File: src/rtl/writeback_queue_if.sv
// Writeback queue bus: producer handshakes, register-file write port,
// decode hazard queries and the idle indication.
interface writeback_queue_if #(
  parameter int word_length   = 32,
  parameter int address_width = 5
);
  logic                     alu_valid;
  logic                     alu_ready;
  logic [address_width-1:0] alu_address;
  logic [word_length-1:0]   alu_data;

  logic                     mem_valid;
  logic                     mem_ready;
  logic [address_width-1:0] mem_address;
  logic [word_length-1:0]   mem_data;

  logic                     rf_write_enable;
  logic [address_width-1:0] rf_write_address;
  logic [word_length-1:0]   rf_data_out;

  logic [address_width-1:0] query1_address;
  logic [address_width-1:0] query2_address;
  logic                     query1_pending;
  logic                     query2_pending;

  logic                     empty;

  // Producer / decode / register-file side
  modport master (
    output alu_valid, alu_address, alu_data,
    output mem_valid, mem_address, mem_data,
    output query1_address, query2_address,
    input  alu_ready, mem_ready,
    input  rf_write_enable, rf_write_address, rf_data_out,
    input  query1_pending, query2_pending, empty
  );

  // Writeback queue side
  modport slave (
    input  alu_valid, alu_address, alu_data,
    input  mem_valid, mem_address, mem_data,
    input  query1_address, query2_address,
    output alu_ready, mem_ready,
    output rf_write_enable, rf_write_address, rf_data_out,
    output query1_pending, query2_pending, empty
  );
endinterface

File: src/rtl/writeback_queue.sv
// Writeback queue: accepts results from the load/store unit (priority) and
// the ALU, buffers them in order and replays each one to the register file
// as an isolated write strobe. Also reports pending writes for hazard checks.
module writeback_queue #(
  parameter int word_length   = 32,
  parameter int address_width = 5,
  parameter int queue_depth   = 4
) (
  input  logic               clk,
  input  logic               reset,
  writeback_queue_if.slave   bus
);

  localparam int PTR_W = $clog2(queue_depth);
  localparam logic [PTR_W:0] DEPTH_C = (PTR_W+1)'(queue_depth);

  localparam logic [1:0] STATE_IDLE   = 2'd0;
  localparam logic [1:0] STATE_SETUP  = 2'd1;
  localparam logic [1:0] STATE_STROBE = 2'd2;

  // Queue storage and bookkeeping
  logic [address_width-1:0] addr_mem [queue_depth];
  logic [word_length-1:0]   data_mem [queue_depth];
  logic [PTR_W-1:0]         rd_ptr_reg, wr_ptr_reg;
  logic [PTR_W:0]           count_reg;

  // Drain FSM and register-file output registers
  logic [1:0]               state_reg;
  logic                     rf_we_reg;
  logic [address_width-1:0] rf_addr_reg;
  logic [word_length-1:0]   rf_data_reg;

  logic                     has_room;
  logic                     mem_fire, alu_fire;
  logic [address_width-1:0] push_addr;
  logic [word_length-1:0]   push_data;
  logic                     push_en, pop_en;
  logic                     in_flight;
  logic [queue_depth-1:0]   slot_valid;
  logic [queue_depth-1:0]   q1_hit, q2_hit;

  // Acceptance depends only on the registered count; a same-cycle pop does
  // not open a slot for that cycle's push.
  assign has_room      = (count_reg < DEPTH_C);
  assign bus.mem_ready = !reset && has_room;
  assign bus.alu_ready = !reset && has_room && !bus.mem_valid;

  assign mem_fire  = bus.mem_valid && bus.mem_ready;
  assign alu_fire  = bus.alu_valid && bus.alu_ready;
  assign push_addr = mem_fire ? bus.mem_address : bus.alu_address;
  assign push_data = mem_fire ? bus.mem_data    : bus.alu_data;
  // Writes to register 0 are acknowledged but dropped.
  assign push_en   = (mem_fire || alu_fire) && (push_addr != '0);

  // The head can be taken whenever the FSM is not holding a write in SETUP.
  assign pop_en    = (state_reg != STATE_SETUP) && (count_reg != '0);
  assign in_flight = (state_reg != STATE_IDLE);

  // Store accepted results at the write pointer.
  always_ff @(posedge clk) begin
    if (push_en) begin
      addr_mem[wr_ptr_reg] <= push_addr;
      data_mem[wr_ptr_reg] <= push_data;
    end
  end

  // Advance the FIFO pointers and occupancy count.
  always_ff @(posedge clk) begin
    if (reset) begin
      rd_ptr_reg <= '0;
      wr_ptr_reg <= '0;
      count_reg  <= '0;
    end else begin
      if (push_en) wr_ptr_reg <= wr_ptr_reg + 1'b1;
      if (pop_en)  rd_ptr_reg <= rd_ptr_reg + 1'b1;
      case ({push_en, pop_en})
        2'b10:   count_reg <= count_reg + 1'b1;
        2'b01:   count_reg <= count_reg - 1'b1;
        default: count_reg <= count_reg;
      endcase
    end
  end

  // Drain FSM: load head, raise the strobe one cycle later, drop it the next.
  always_ff @(posedge clk) begin
    if (reset) begin
      state_reg   <= STATE_IDLE;
      rf_we_reg   <= 1'b0;
      rf_addr_reg <= '0;
      rf_data_reg <= '0;
    end else begin
      case (state_reg)
        STATE_IDLE: begin
          rf_we_reg <= 1'b0;
          if (pop_en) begin
            rf_addr_reg <= addr_mem[rd_ptr_reg];
            rf_data_reg <= data_mem[rd_ptr_reg];
            state_reg   <= STATE_SETUP;
          end
        end
        STATE_SETUP: begin
          rf_we_reg <= 1'b1;
          state_reg <= STATE_STROBE;
        end
        STATE_STROBE: begin
          rf_we_reg <= 1'b0;
          if (pop_en) begin
            rf_addr_reg <= addr_mem[rd_ptr_reg];
            rf_data_reg <= data_mem[rd_ptr_reg];
            state_reg   <= STATE_SETUP;
          end else begin
            state_reg   <= STATE_IDLE;
          end
        end
        default: begin
          rf_we_reg <= 1'b0;
          state_reg <= STATE_IDLE;
        end
      endcase
    end
  end

  assign bus.rf_write_enable  = rf_we_reg;
  assign bus.rf_write_address = rf_addr_reg;
  assign bus.rf_data_out      = rf_data_reg;

  // Per-slot occupancy and hazard address match against both queries.
  generate
    for (genvar gi = 0; gi < queue_depth; gi++) begin : g_slot
      logic [PTR_W-1:0] slot_offset;
      assign slot_offset    = PTR_W'(gi) - rd_ptr_reg;
      assign slot_valid[gi] = ({1'b0, slot_offset} < count_reg);
      assign q1_hit[gi]     = slot_valid[gi] && (addr_mem[gi] == bus.query1_address);
      assign q2_hit[gi]     = slot_valid[gi] && (addr_mem[gi] == bus.query2_address);
    end
  endgenerate

  assign bus.query1_pending = (bus.query1_address != '0) &&
                              ((|q1_hit) || (in_flight && rf_addr_reg == bus.query1_address));
  assign bus.query2_pending = (bus.query2_address != '0) &&
                              ((|q2_hit) || (in_flight && rf_addr_reg == bus.query2_address));

  assign bus.empty = (count_reg == '0) && (state_reg == STATE_IDLE);

endmodule

File: src/flat_wrapper.sv
// flat-port wrapper written by rule: the top's interface ports become plain ports
module writeback_queue_flat 
#(
  parameter int word_length   = 32,
  parameter int address_width = 5,
  parameter int queue_depth   = 4
)
  (clk, reset, bus_alu_valid, bus_alu_address, bus_alu_data, bus_mem_valid, bus_mem_address, bus_mem_data, bus_query1_address, bus_query2_address, bus_alu_ready, bus_mem_ready, bus_rf_write_enable, bus_rf_write_address, bus_rf_data_out, bus_query1_pending, bus_query2_pending, bus_empty);
  writeback_queue_if #(.word_length(word_length), .address_width(address_width)) bus_i ();
  input  logic clk;
  input  logic reset;
  input wire logic [$bits(bus_i.alu_valid)-1:0] bus_alu_valid;
  input wire logic [$bits(bus_i.alu_address)-1:0] bus_alu_address;
  input wire logic [$bits(bus_i.alu_data)-1:0] bus_alu_data;
  input wire logic [$bits(bus_i.mem_valid)-1:0] bus_mem_valid;
  input wire logic [$bits(bus_i.mem_address)-1:0] bus_mem_address;
  input wire logic [$bits(bus_i.mem_data)-1:0] bus_mem_data;
  input wire logic [$bits(bus_i.query1_address)-1:0] bus_query1_address;
  input wire logic [$bits(bus_i.query2_address)-1:0] bus_query2_address;
  output wire logic [$bits(bus_i.alu_ready)-1:0] bus_alu_ready;
  output wire logic [$bits(bus_i.mem_ready)-1:0] bus_mem_ready;
  output wire logic [$bits(bus_i.rf_write_enable)-1:0] bus_rf_write_enable;
  output wire logic [$bits(bus_i.rf_write_address)-1:0] bus_rf_write_address;
  output wire logic [$bits(bus_i.rf_data_out)-1:0] bus_rf_data_out;
  output wire logic [$bits(bus_i.query1_pending)-1:0] bus_query1_pending;
  output wire logic [$bits(bus_i.query2_pending)-1:0] bus_query2_pending;
  output wire logic [$bits(bus_i.empty)-1:0] bus_empty;
  assign bus_i.alu_valid = bus_alu_valid;
  assign bus_i.alu_address = bus_alu_address;
  assign bus_i.alu_data = bus_alu_data;
  assign bus_i.mem_valid = bus_mem_valid;
  assign bus_i.mem_address = bus_mem_address;
  assign bus_i.mem_data = bus_mem_data;
  assign bus_i.query1_address = bus_query1_address;
  assign bus_i.query2_address = bus_query2_address;
  assign bus_alu_ready = bus_i.alu_ready;
  assign bus_mem_ready = bus_i.mem_ready;
  assign bus_rf_write_enable = bus_i.rf_write_enable;
  assign bus_rf_write_address = bus_i.rf_write_address;
  assign bus_rf_data_out = bus_i.rf_data_out;
  assign bus_query1_pending = bus_i.query1_pending;
  assign bus_query2_pending = bus_i.query2_pending;
  assign bus_empty = bus_i.empty;
  writeback_queue #(.word_length(word_length), .address_width(address_width), .queue_depth(queue_depth)) u_core (.clk(clk), .reset(reset), .bus(bus_i));
endmodule
File: config.mk
export PLATFORM = sky130hd
export DESIGN_NAME = writeback_queue_flat
export DESIGN_NICKNAME = d
export VERILOG_FILES = /design/src/rtl/writeback_queue_if.sv /design/src/rtl/writeback_queue.sv /design/src/flat_wrapper.sv
export SDC_FILE = /design/constraint.sdc
export NUM_CORES = 1
export LEC_CHECK = 0
export CAP_MARGIN = 10
export CORE_UTILIZATION = 49
export CTS_CLUSTER_DIAMETER = 40
export DETAILED_ROUTE_END_ITERATION = 8
export GPL_ROUTABILITY_DRIVEN = 0
export GPL_TIMING_DRIVEN = 0
export PLACE_DENSITY = 0.84
export RECOVER_POWER = 25
export SETUP_SLACK_MARGIN = 0.05
export SYNTH_ARGS = -nofsm -noshare
export SYNTH_HDL_FRONTEND = slang
export SYNTH_SLANG_ARGS = --single-unit
File: constraint.sdc
create_clock -name clk -period 2.68 [get_ports clk]
set_clock_uncertainty 0.05 [all_clocks]
set_input_delay 0.402 -clock clk [delete_from_list [all_inputs] [get_ports clk]]
set_output_delay 0.402 -clock clk [all_outputs]
set_load 0.005 [all_outputs]
==> out/results.ini <==
[status]
status=complete, but fails checks
violations=negative setup slack

[setup_path]
r2r-end=u_core.count_reg[2]
arrival_ns=2.28
critical_path.top_delay_family=compound AO/OA/AOI/OAI gates
cp_max_fo=4
crit_start=u_core.rd_ptr_reg[1]
cp-end-kind=primary output
regToRegStartpoint=u_core.count_reg[2]
timing_worst_setup_path_type=flip-flop to primary output
slowest_delay_ns=0.36
crit_slowest_cell=dfxtp_4
path_buf_inv=3
ff2ff_setup_slack_ns=0.07
crit_required_ns=2.23
startpoint_type=flip-flop
crit_chain=buf_8 > xnor2_4 > buf_4 > ha_1 > a21oi_1 > o211ai_1 > o211ai_1 > o22a_1 > buf_2
cpMostUsedCell=o211ai_1
reg2reg_depth=8

[synthesis]
yosysWarnings=0
synth_ff_type=edfxtp_1
synthAdderAreaFrac_pct=1.578
synthSimpleGateAreaFrac_pct=6.447
syn_inst=562
syn_nets=660
ys_ff_latch=195
synth_enable_flop_cells=148
yosys-top-cells-count=edfxtp_1 (148), nand2_1 (77), dfxtp_1 (47)
synthMuxAreaShare_pct=14.99
avgSynthCellArea_um2=14.95
seq_area_frac_synth_pct=64.09
synth_area_leaders=edfxtp_1 (53%), dfxtp_1 (11%), mux4_2 (9.9%), mux2_2 (4.7%), nand2_1 (3.4%)
synth-xor-area-share_pct=5.837
synth_area_leader_cell=edfxtp_1
synth_top_family_by_area=multiplexers
yosysMostFrequentCell=edfxtp_1
synth_top_area_share_pct=52.89
syn-cell-area_mm2=0.008403
netlist-cell-type-count=38
synth_compound_area_share_pct=4.333
synth-async-reset-ratio_pct=0

[global_route]
first_global_vias=5665
gr-total-overflow=0
grt_max_degree=29
antenna_found_initial=0
grt_pass1_wl_um=30990
grtUsageTotal_pct=23.66

[cts]
clk_latency_ns=0.42
clock-sinks=195
h-tree-depth=4
cts_root_buffer=clkbuf_16
ctsHoldBuffers=0
cts_tree=yes
clkTransAtPathRegs_ns=0.07
cts_buffers=17
cts_buffer_depth=2

[floorplan]
die_area_mm2=0.01768
die_h_um=133.0
dieWidth_um=133.0
start_util_pct=50.49
io_pins=131
rows=47
core_mm2=0.01664

[route]
drt_pass1_iterations=5
drt-total-wl_um=20410
wl_per_cell_um=21.62
dr_total_vias=5414
drtAntennaViolNets=0
viasPerCell=5.735
remaining_drc_errors=0
drt_iter0_markers=538

[job]
cap_violations=0

[final_layout]
syn2layout_area_growth_pct=26.83
final_layout_size_suffix_gt1_share_pct=21.82
antenna_cells=0
n_fill_cell=1066
design_area_mm2=0.01066
top_register=u_core.data_mem
layout.nets=809
largest_reg_flops=128

[pwr]
seqPwrFrac_pct=40.0
combPwrFrac_pct=37.3
p_leak_nw=3.512
p_int_w=0.006876
sw_frac_of_total_pct=32.15
power_density_mw_per_mm2=950.9
ir_drop_mv=0.6711
p_switching_w=0.003258
clkPwrFrac_pct=22.7

[placed_design]
port_buffers=119
postPlaceCellArea_mm2=0.009955
place_ws_ns=-0.5693
dp.final_hpwl_um=13510

[timing]
fin_crit_ns=2.730
worstMarginPinSlew_ns=0.7352
grt_setup_unrepaired=true
setup_viol=2
whs_ns=0.4106
max_freq_ghz=0.3663
tns_ns=-0.05047
layout_setup_ws_ns=-0.05035
maxSlewHeadroom_pct=50.99
hold_violations=0
drv_slew=0
min_period_over_period_pct=101.9

[hold_path]
hold_end=u_core.bus.rf_data_out[0]
whs_path_depth=2
hold_path.class=flip-flop to flip-flop
min_from=u_core.bus.rf_data_out[0]

through the flow:
stage                     instances  power [W]  utilization, %
after detailed placement        905   0.007437           59.82
after global placement          901   0.007256           59.30
after floorplan                 562   0.006076               -
after global routing            944    0.01056           64.04
after CTS                       944    0.01010           64.02
final                           944    0.01013           64.04
worst max-delay path by stage:
stage,to,cells past startpoint,slack [ns]
floorplan,u_core.count_reg[2],10,0.14
global placement,u_core.data_mem[0][11],5,-1.09
detailed placement,u_core.count_reg[2],11,-0.57
CTS,bus_query2_pending,11,-0.15
global route,bus_query2_pending,9,-0.14
finish,bus_query2_pending,9,-0.05
cells by family (layout without fill, tap and decap cells):
logic type               count (synthesis)  in the layout
flip-flops                             195            195
multiplexers                            75             75
buffers and inverters                   46            208
adder cells (fa/ha/maj)                 10             10
AND/OR/NAND/NOR                        119            119
AO/OA/AOI/OAI                           61             61
XOR/XNOR                                56             56
final cells by class:
class,instances,area [µm²],share of cell area (%)
Timing Repair Buffer,131,1319,12.37
Clock buffer,22,464.2,4.355
Tap cell,220,275.3,2.583
Inverter,10,37.54,0.3522
Clock inverter,10,76.32,0.7161
Multi-Input combinational cell,321,2887,27.08
Buffer,35,209.0,1.961
Sequential cell,195,5390,50.58
power groups by stage:
stage	Sequential [W]	Combinational (W)	Clock, W
after global routing	0.00409	0.00404	0.00243
final	0.00406	0.00378	0.00230
after global placement	0.00408	0.00318	0
after detailed placement	0.00409	0.00335	0
after floorplan	0.00403	0.00204	0
after CTS	0.00404	0.00374	0.00231
metal layers:
metal	share of wire [%]	GRT usage, %	vias up
met2	52	41.94	308
met5	0	0	-
li1	-	-	2373
met3	6.7	3.602	52
met1	38	28.30	2681
met4	3.5	11.05	0
worst register-to-register path, stage by stage, from the launching register on:
cell	delay, ns
dfxtp_1	0.48
nor3_2	0.13
a21oi_1	0.51
ha_4	0.24
inv_1	0.06
fa_1	0.37
xor2_1	0.18
or3_1	0.37
a21oi_2	0.15
layout by cell type (no fill, tap or decap), drive strengths merged, types with 8 or more instances in the layout:
cell type	synthesis	routed
a21oi	43	43
buf	19	32
clkbuf	17	39
clkdlybuf4s50	0	109
dfxtp	47	47
dlygate4sd2	0	8
edfxtp	148	148
ha	9	9
inv	10	13
mux2	37	37
mux4	37	37
nand2	77	77
nor2	12	12
nor3	10	10
xnor2	32	32
xor2	24	24
what timing repair did:
| item | in CTS | in global routing |
|---|---|---|
| setup endpoints to repair | 3 | 3 |
| setup buffers | 8 | 1 |
| cloned | 0 | 0 |
| resized for setup | 41 | 6 |
| pin swaps | 9 | 12 |
| hold endpoints to repair | 0 | 0 |
Power figures use the tool's default switching activity.
